<file path="src/rtl/v_sched.sv">
// v_sched: registered DMA channel scheduler, 2-bit priority with round-robin inside each level.
// Optional starvation aging is enabled by defining V_SCHED_AGING_EN.
module v_sched #(
    parameter int unsigned CHANNEL_NUM = 4,
    parameter int unsigned AGE_W       = 4,
    parameter int unsigned AGE_LIMIT   = 8,
    localparam int unsigned IdW        = $clog2(CHANNEL_NUM)
) (
    input  logic                     clk,
    input  logic                     areset,
    input  logic [CHANNEL_NUM-1:0]   ch_enable_i,
    input  logic [2*CHANNEL_NUM-1:0] ch_prior_i,
    input  logic [CHANNEL_NUM-1:0]   req_i,
    output logic                     gnt_valid_o,
    output logic [IdW-1:0]           gnt_id_o,
    output logic [CHANNEL_NUM-1:0]   gnt_o,
    input  logic                     eng_ready_i,
    input  logic                     eng_done_i,
    input  logic                     eng_err_i,
    output logic                     err_valid_o,
    output logic [IdW-1:0]           err_ch_o,
    output logic                     busy_o
);

    if (CHANNEL_NUM < 2) begin : g_bad_channel_num
        $error("CHANNEL_NUM must be at least 2");
    end
    if (AGE_LIMIT >= (64'd1 << AGE_W)) begin : g_bad_age_limit
        $error("AGE_LIMIT must fit in AGE_W bits");
    end

    typedef enum logic [1:0] {StIdle, StArb, StGrant, StWaitDone} state_e;

    state_e                 state_q;
    logic [IdW-1:0]         ptr_q;
    logic [CHANNEL_NUM-1:0] elig;
    logic [1:0]             ep [CHANNEL_NUM];
    logic                   win_found;
    logic [IdW-1:0]         win_id;
    logic [1:0]             win_pr;
    logic [CHANNEL_NUM-1:0] win_onehot;
    int unsigned            scan_idx;
    logic [IdW-1:0]         scan_sel;

    assign elig   = req_i & ch_enable_i;
    assign busy_o = (state_q != StIdle);

`ifdef V_SCHED_AGING_EN
    logic [AGE_W-1:0] age_q [CHANNEL_NUM];

    always_comb begin
        for (int unsigned i = 0; i < CHANNEL_NUM; i++) begin
            ep[i] = (age_q[i] == AGE_W'(AGE_LIMIT)) ? 2'd3 : ch_prior_i[2*i +: 2];
        end
    end

    // A channel ages only while it keeps requesting and keeps losing arbitration.
    always_ff @(posedge clk or negedge areset) begin
        if (!areset) begin
            for (int unsigned i = 0; i < CHANNEL_NUM; i++) age_q[i] <= '0;
        end else begin
            for (int unsigned i = 0; i < CHANNEL_NUM; i++) begin
                if (!elig[i]) begin
                    age_q[i] <= '0;
                end else if (state_q == StGrant && eng_ready_i && gnt_id_o == IdW'(i)) begin
                    age_q[i] <= '0;
                end else if (state_q == StArb && win_found && win_id != IdW'(i) &&
                             age_q[i] != AGE_W'(AGE_LIMIT)) begin
                    age_q[i] <= age_q[i] + 1'b1;
                end
            end
        end
    end
`else
    always_comb begin
        for (int unsigned i = 0; i < CHANNEL_NUM; i++) ep[i] = ch_prior_i[2*i +: 2];
    end
`endif

    // Circular scan from ptr+1; a strictly higher priority is needed to displace an earlier hit.
    always_comb begin
        win_found  = 1'b0;
        win_id     = '0;
        win_pr     = '0;
        win_onehot = '0;
        scan_idx   = 0;
        scan_sel   = '0;
        for (int unsigned k = 1; k <= CHANNEL_NUM; k++) begin
            scan_idx = 32'(ptr_q) + k;
            if (scan_idx >= CHANNEL_NUM) scan_idx = scan_idx - CHANNEL_NUM;
            scan_sel = IdW'(scan_idx);
            if (elig[scan_sel] && (!win_found || ep[scan_sel] > win_pr)) begin
                win_found = 1'b1;
                win_id    = scan_sel;
                win_pr    = ep[scan_sel];
            end
        end
        win_onehot[win_id] = win_found;
    end

    always_ff @(posedge clk or negedge areset) begin
        if (!areset) begin
            state_q     <= StIdle;
            gnt_valid_o <= 1'b0;
            gnt_id_o    <= '0;
            gnt_o       <= '0;
            err_valid_o <= 1'b0;
            err_ch_o    <= '0;
            ptr_q       <= IdW'(CHANNEL_NUM - 1);
        end else begin
            err_valid_o <= 1'b0;
            unique case (state_q)
                StIdle: begin
                    if (|elig) state_q <= StArb;
                end
                StArb: begin
                    if (win_found) begin
                        gnt_id_o    <= win_id;
                        gnt_o       <= win_onehot;
                        gnt_valid_o <= 1'b1;
                        state_q     <= StGrant;
                    end else begin
                        state_q <= StIdle;
                    end
                end
                StGrant: begin
                    if (eng_ready_i) begin
                        gnt_valid_o <= 1'b0;
                        state_q     <= StWaitDone;
                    end else if (!elig[gnt_id_o]) begin
                        gnt_valid_o <= 1'b0;
                        gnt_o       <= '0;
                        state_q     <= StArb;
                    end
                end
                StWaitDone: begin
                    if (eng_done_i) begin
                        ptr_q <= gnt_id_o;
                        gnt_o <= '0;
                        if (eng_err_i) begin
                            err_valid_o <= 1'b1;
                            err_ch_o    <= gnt_id_o;
                        end
                        state_q <= (|elig) ? StArb : StIdle;
                    end
                end
                default: state_q <= StIdle;
            endcase
        end
    end

endmodule
</file>
<file path="config.mk">
export PLATFORM = sky130hd
export DESIGN_NAME = v_sched
export DESIGN_NICKNAME = d
export VERILOG_FILES = /design/src/rtl/v_sched.sv
export SDC_FILE = /design/constraint.sdc
export NUM_CORES = 1
export LEC_CHECK = 0
export BUFFER_PORTS_ARGS = -buffer_cell sky130_fd_sc_hd__clkbuf_2
export CORE_MARGIN = 10
export CORE_UTILIZATION = 30
export CTS_BUF_LIST = sky130_fd_sc_hd__clkbuf_16
export CTS_CLUSTER_SIZE = 30
export DETAILED_ROUTE_END_ITERATION = 10
export SYNTH_ARGS = -nofsm -noshare
export SYNTH_HDL_FRONTEND = slang
export SYNTH_SLANG_ARGS = --single-unit
</file>
<file path="constraint.sdc">
create_clock -name clk -period 12.33 [get_ports clk]
set_input_delay 1.8495 -clock clk [delete_from_list [all_inputs] [get_ports clk]]
set_output_delay 1.8495 -clock clk [all_outputs]
set_load 0.005 [all_outputs]
</file>
# Yosys cells after proc, flatten, opt, wreduce, memory -nomap -nowiden
# Index checks and enable logic that the tools add are counted.
# W data, S select, Z words.
[totals] register_bits=14 inputBits=21 out_inout_bits=11 elab_cells=127
[op_classes] addsub=8 n_lt_le_gt_ge=18 eq_ne=9 n_mux=58 bitwise=6 n_reduce_logical=21
[ops] op="$mux W2" count=24
[ops] op="$ge A3 B3 Y1 const B" count=7
[ops] op="$lt A2 B3 Y1 const B" count=6
[ops] op="$mux W1" count=17
[ops] op="$bmux W2 S2" count=4
[ops] op="$mux W4" count=4
[ops] op="$not A2 Y3" count=4
[ops] op="$pmux W4 S3" count=1
[ops] op="$bmux W1 S2" count=5
[ops] op="$ne A2 B2 Y1 const B" count=5
[ops] op="$reduce_and A3 Y1" count=3
[ops] op="$and A4 B4 Y4" count=2
[ops] op="$pmux W2 S4" count=1
[ops] op="$sub A2 B1 Y2 const B" count=4
[ops] op="$add A2 B2 Y3 const B" count=2
[ops] op="$gt A2 B2 Y1" count=3
[ops] op="$reduce_and A5 Y1" count=1
[ops] op="$add A2 B3 Y4 const B" count=1
[ops] op="$eq A2 B2 Y1 const B" count=2
[ops] op="$ge A4 B3 Y1 const B" count=1
[ops] op="$logic_and A1 B1 Y1" count=4
[ops] op="$reduce_and A2 Y1" count=2
[ops] op="$reduce_bool A2 Y1" count=2
[ops] op="$reduce_or A4 Y1" count=1
[ops] op="10 further kinds" count=14

# Longest topological paths before layout
[logic_depth] ltp_word=27 ltp_mapped=28 mapped_depth_nobuf=26

# Worst setup path before layout
# Ideal clock, no wire load.
[synth_path] path_kind="input port to flip-flop" start="input req_i[1]" end="register gnt_o[3]" setup_ns=0.139 arrival_ns=6.197 required_ns=12.191 setup_slack_ns=5.994 path_stages=24 path_buffers=0 cell_sequence="nand2_2 o31ai_1 a21oi_1 a211oi_1 inv_1 ha_1 nor2b_1 o21ai_0 o21ai_0 nand2b_1 mux2i_1 ha_1 nor2b_1 o21ai_0 a31oi_4 nor2_1 a21oi_1 ha_1 nor2b_1 o21ai_0 nand3_1 a211o_1 a2bb2oi_2 o22ai_1"
[synth_via] elab_chain_len=23 elab_cells_between_ends=45 classes_between="5 x order compare; 2 x eq/ne; 25 x mux; 2 x bitwise; 11 x reduce/logical"
[synth_rtl] item="start: declaration" line_no="13" text="input logic [CHANNEL_NUM-1:0] req_i,"
[synth_rtl] item="$and A4 B4 Y4 (*)" line_no="45" text="assign elig = req_i & ch_enable_i;"
[synth_rtl] item="$bmux W1 S2" line_no="92" text="if (elig[scan_sel] && (!win_found || ep[scan_sel] > win_pr)) begin"
[synth_rtl] item="$mux W1 (implied by the code)" line_no="92"
[synth_rtl] item="$mux W2 / $mux W1 (equally long branches)" line_no="92"
[synth_rtl] item="$gt A2 B2 Y1 / $logic_not A1 Y1 (equally long branches)" line_no="92"
[synth_rtl] item="$logic_or A1 B1 Y1" line_no="92"
[synth_rtl] item="$logic_and A1 B1 Y1" line_no="92"
[synth_rtl] item="$mux W2 / $mux W1 (equally long branches)" line_no="92"
[synth_rtl] item="[7 not listed]"
[synth_rtl] item="$mux W2" line_no="92"
[synth_rtl] item="$lt A2 B3 Y1 (implied by the code) / $ge A2 B1 Y1 (equally long branches)" line_no="98" text="win_onehot[win_id] = win_found;"
[synth_rtl] item="$logic_and A1 B1 Y1 (implied by the code)" line_no="98"
[synth_rtl] item="$mux W1 (implied by the code)" line_no="98"
[synth_rtl] item="$demux W1 S2" line_no="98"
[synth_rtl] item="$and A4 B4 Y4 (no line)"
[synth_rtl] item="$mux W4" line_no="117" text="if (win_found) begin"
[synth_rtl] item="$pmux W4 S3" line_no="112" text="unique case (state_q)"
[synth_rtl] item="end signal: assignment" line_no="119" text="gnt_o <= win_onehot;"
[synth_rtl] item="end: declaration" line_no="16" text="output logic [CHANNEL_NUM-1:0] gnt_o,"
# Mark *: on every way between the ends. The rest lies on a longest branch, timed or not. The select of a mux whose other input is x is not followed.
# A chain may end at the register's enable or synchronous reset.

# Worst setup path after layout
[layout_path] start="input ch_enable_i[1]" end="register gnt_o[3]"
[layout_via] elab_chain_len=23 elab_cells_between_ends=45 classes_between="5 x order compare; 2 x eq/ne; 25 x mux; 2 x bitwise; 11 x reduce/logical"
[layout_rtl] item="start: declaration" line_no="11" text="input logic [CHANNEL_NUM-1:0] ch_enable_i,"
[layout_rtl] item="$and A4 B4 Y4 (*)" line_no="45"
[layout_rtl] item="$bmux W1 S2" line_no="92"
[layout_rtl] item="$mux W1 (implied by the code)" line_no="92"
[layout_rtl] item="$mux W2 / $mux W1 (equally long branches)" line_no="92"
[layout_rtl] item="$gt A2 B2 Y1 / $logic_not A1 Y1 (equally long branches)" line_no="92"
[layout_rtl] item="$logic_or A1 B1 Y1" line_no="92"
[layout_rtl] item="$logic_and A1 B1 Y1" line_no="92"
[layout_rtl] item="$mux W2 / $mux W1 (equally long branches)" line_no="92"
[layout_rtl] item="[7 not listed]"
[layout_rtl] item="$mux W2" line_no="92"
[layout_rtl] item="$lt A2 B3 Y1 (implied by the code) / $ge A2 B1 Y1 (equally long branches)" line_no="98"
[layout_rtl] item="$logic_and A1 B1 Y1 (implied by the code)" line_no="98"
[layout_rtl] item="$mux W1 (implied by the code)" line_no="98"
[layout_rtl] item="$demux W1 S2" line_no="98"
[layout_rtl] item="$and A4 B4 Y4 (no line)"
[layout_rtl] item="$mux W4" line_no="117"
[layout_rtl] item="$pmux W4 S3" line_no="112"
# Marks and branches as above.

==> flow_summary.json <==
{
  "status": "complete, no violations",
  "grt.total_usage_pct": 8.896,
  "p_sw_uw": 190.8,
  "ys_ff_latch": 14,
  "worstHoldPathCells": 2,
  "rows": 25,
  "antenna_found_initial": 0,
  "worst_skew_pair.late_latency_ns": 0.24,
  "path_class": "primary input to flop",
  "die_area_um2": 8031,
  "via_count": 1343,
  "place_ws_ns": 5.070,
  "start_util_pct": 30.78,
  "drive_above_1_share_pct": 29.00,
  "drt_wl_total_um": 3461,
  "grt_pass1_wl_um": 5823,
  "netlist_top_cells_area": "dfrtp_1 (21%), mux2_2 (7.0%), nand2_1 (5.9%), mux4_1 (5.4%), ha_1 (5.2%)",
  "power_leakage_uw": 0.0007310,
  "fin_cells": 267,
  "slowest_delay_ns": 0.62,
  "start_kind": "primary input",
  "cts_buffers": 3,
  "critPathCaptureType": "flop",
  "crit_path_start": "ch_enable_i[1]",
  "r2r-start": "ptr_q[0]",
  "clock_skew_ns": 0.005415,
  "rsz0062_at_grt": "false",
  "num-nets-final": 228,
  "worst_slack_ns": 5.229,
  "dpl_cell_area_um2": 1645,
  "min_path_type": "flop to flop",
  "hpwl_um": 2763,
  "core_region_area_um2": 4723,
  "hold_viol": 0,
  "crit_family": "compound AO/OA/AOI/OAI gates",
  "grt_pass1_vias": 1309,
  "slew_violations": 0,
  "hold_path.startpoint": "err_ch_o[0]",
  "worst_slew_pin_slew_ns": 0.7238,
  "slew_headroom_pct": 51.33,
  "r2r_slack_ns": 6.06,
  "ys_warn_count": 0,
  "avgSynthCellArea_um2": 8.356,
  "finalCriticalPeriod_ns": 7.101,
  "post-route-period-util_pct": 57.59,
  "grt.overflow.total": 0,
  "synth_top_area_share_pct": 20.65,
  "synth_edf_count": 0,
  "cts_resized": 0,
  "drt_first_pass_iters": 4,
  "crit_arrival_ns": 7.20,
  "p_sw_share_pct": 45.35,
  "gp_congestion": 0.8104,
  "drc": 0,
  "crit_required_ns": 12.43,
  "cts.sinks": 14,
  "io_pins": 32,
  "critPathMostFrequentCell": "o21ai_0",
  "ys_types": 47,
  "clockBufferDepth": 2,
  "synth_nets": 201,
  "ff2ff_path_depth": 25,
  "synth_area_um2": 1454,
  "maxCapViolCount": 0,
  "cts_root_buf": "clkbuf_16",
  "htree_levels": 1,
  "combPwrFrac_pct": 58.9,
  "post_cts.repair.setup_buffers": 0,
  "num_antenna_cells": 0,
  "p_seq_share_pct": 26.6,
  "r2r-end": "gnt_o[3]",
  "yosysTopAreaCell": "dfrtp_1",
  "p_per_area_nw_per_um2": 244.1,
  "avgViaCountPerCell": 5.030,
  "drt_iter0_markers": 106,
  "p_int_uw": 230.0,
  "fmax_mhz": 140.8,
  "syn_inst": 174,
  "yosysSeqAreaShare_pct": 24.27,
  "antenna_left": 0,
  "clk_pin_slew_ns": 0.05,
  "die_w_um": 89.62,
  "fillers": 490,
  "hold_buffers": 0,
  "synth_top_flop_cell": "dfrtp_1",
  "finalPower_uw": 420.8,
  "die_y_um": 89.62,
  "fin_area_um2": 1724,
  "setup_violations": 0,
  "path_max_fanout": 8,
  "areaGrowthSynthToFinish_pct": 18.59,
  "portBuffers": 31,
  "dpl.cell_count": 263,
  "grt_max_degree": 36,
  "async_reset_ff_share_pct": 100.0,
  "drt-wirelength-per-cell_um": 12.96,
  "cp_num_buf_inv": 2,
  "clkPwrFrac_pct": 14.5,
  "vdd_ir_drop_max_v": 0.00008737,
  "crit_path_top_delay_cell": "o31ai_1",
  "tns_ns": 0,
  "hold_end": "err_ch_o[0]",
  "cts_tree": "yes"
}
-- worst reg2reg max path, cell delays in order (launching register included) --
cell	delay (ns)
dfstp_2	0.91
inv_2	0.15
o31ai_2	0.52
a21oi_1	0.13
a211oi_1	0.29
inv_1	0.08
ha_1	0.29
nor2b_1	0.13
o21ai_0	0.35
o21ai_0	0.19
nand2b_1	0.18
mux2i_1	0.27
ha_1	0.28
nor2b_1	0.14
o21ai_0	0.35
a31oi_4	0.19
nor2_1	0.14
a21oi_1	0.05
ha_1	0.29
nor2b_1	0.13
o21ai_0	0.30
a31oi_1	0.15
nand2b_1	0.17
o22ai_1	0.21
or2_1	0.18
o22ai_1	0.09
-- cells in the mapped netlist, drive strengths merged, types with 2 or more instances --
master	count
buf	7
o22ai	7
nor2b	5
mux2i	4
nand3	5
mux2	9
o21ai	16
nor2	8
o21a	2
o211ai	2
ha	6
o2111ai	2
nand2b	4
a31oi	4
or2	3
nor3	3
a211oi	2
mux4	4
dfstp	2
inv	10
clkbuf	2
a21oi	11
nand4	3
o31ai	3
nand2	25
a21boi	3
dfrtp	12
-- stage by stage --
stage | utilization (%) | hold WS, ns
finish | 36.50 | 0.4689
global route | 36.50 | 0.5353
CTS | 36.50 | 0.4743
detailed placement | 34.83 | 0.4648
global placement | 34.83 | 0.4577
floorplan | - | 0.4692
-- cell type report --
class                   count  area (µm²)  area share (%)
well taps                  67       83.83           4.862
repair buffers             31       155.1           8.999
flip-flops and latches     14       352.8           20.46
inverters                  10       37.54           2.177
multi-input cells         141        1016           58.93
clock inverters             1       3.754          0.2177
clock buffers               3       75.07           4.354
-- logic make-up (layout without fill, tap and decap cells) --
kind of cell / after synthesis / in the layout / share of synthesized area, %
DFF: 14 / 14 / 24.27
and+or+nand+nor: 58 / 58 / 19.19
muxes: 17 / 17 / 16.70
buffers and inverters: 19 / 45 / 5.851
adders and majority gates: 6 / 6 / 5.163
AOI/OAI and AO/OA: 60 / 60 / 28.83
-- layout by cell type, fill, tap and decap left out, types with 3 or more instances in the layout --
cell       instances
mux4_1             3
nand3_1            5
clkbuf_16          3
mux2_2             9
o21ai_1            3
mux2i_1            4
dfrtp_1           12
a21oi_1           11
a31oi_1            3
nand2_1           23
nor2b_1            5
clkbuf_2          31
nand2b_1           4
o22ai_1            7
a21boi_0           3
o21ai_0           12
nor2_1             8
nand4_1            3
inv_1              9
ha_1               6
nor3_1             3
-- worst max path at each step --
stage	cells after the start	end	slack [ns]
6_report	26	gnt_o[3]	5.23
5_1_grt	26	gnt_o[3]	4.72
4_1_cts	26	gnt_o[3]	5.31
3_5_place_dp	26	gnt_o[3]	5.07
3_3_place_gp	26	gnt_o[1]	5.21
2_1_floorplan	24	gnt_o[3]	5.99
-- per-layer routing --
metal,part of all wire [%],GRT usage [%]
met5,0,0
met4,0.78,2.457
met3,6.2,2.617
met2,43,13.46
met1,50,11.95
-- state kept, by name, summed over array words and instances, names as in the netlist --
register	cells
gnt_o	4
err_ch_o	2
gnt_id_o	2
ptr_q	2
state_q	2
err_valid_o	1
gnt_valid_o	1
-- power groups by stage --
stage	sequential (µW)	combinational [µW]	clock [µW]
2_1_floorplan	78.6	227	0
3_3_place_gp	113	247	0
3_5_place_dp	113	249	0
4_1_cts	112	250	62.3
5_1_grt	118	287	65.5
6_report	112	248	61.0
No activity file was read; power rests on OpenSTA's default activity.
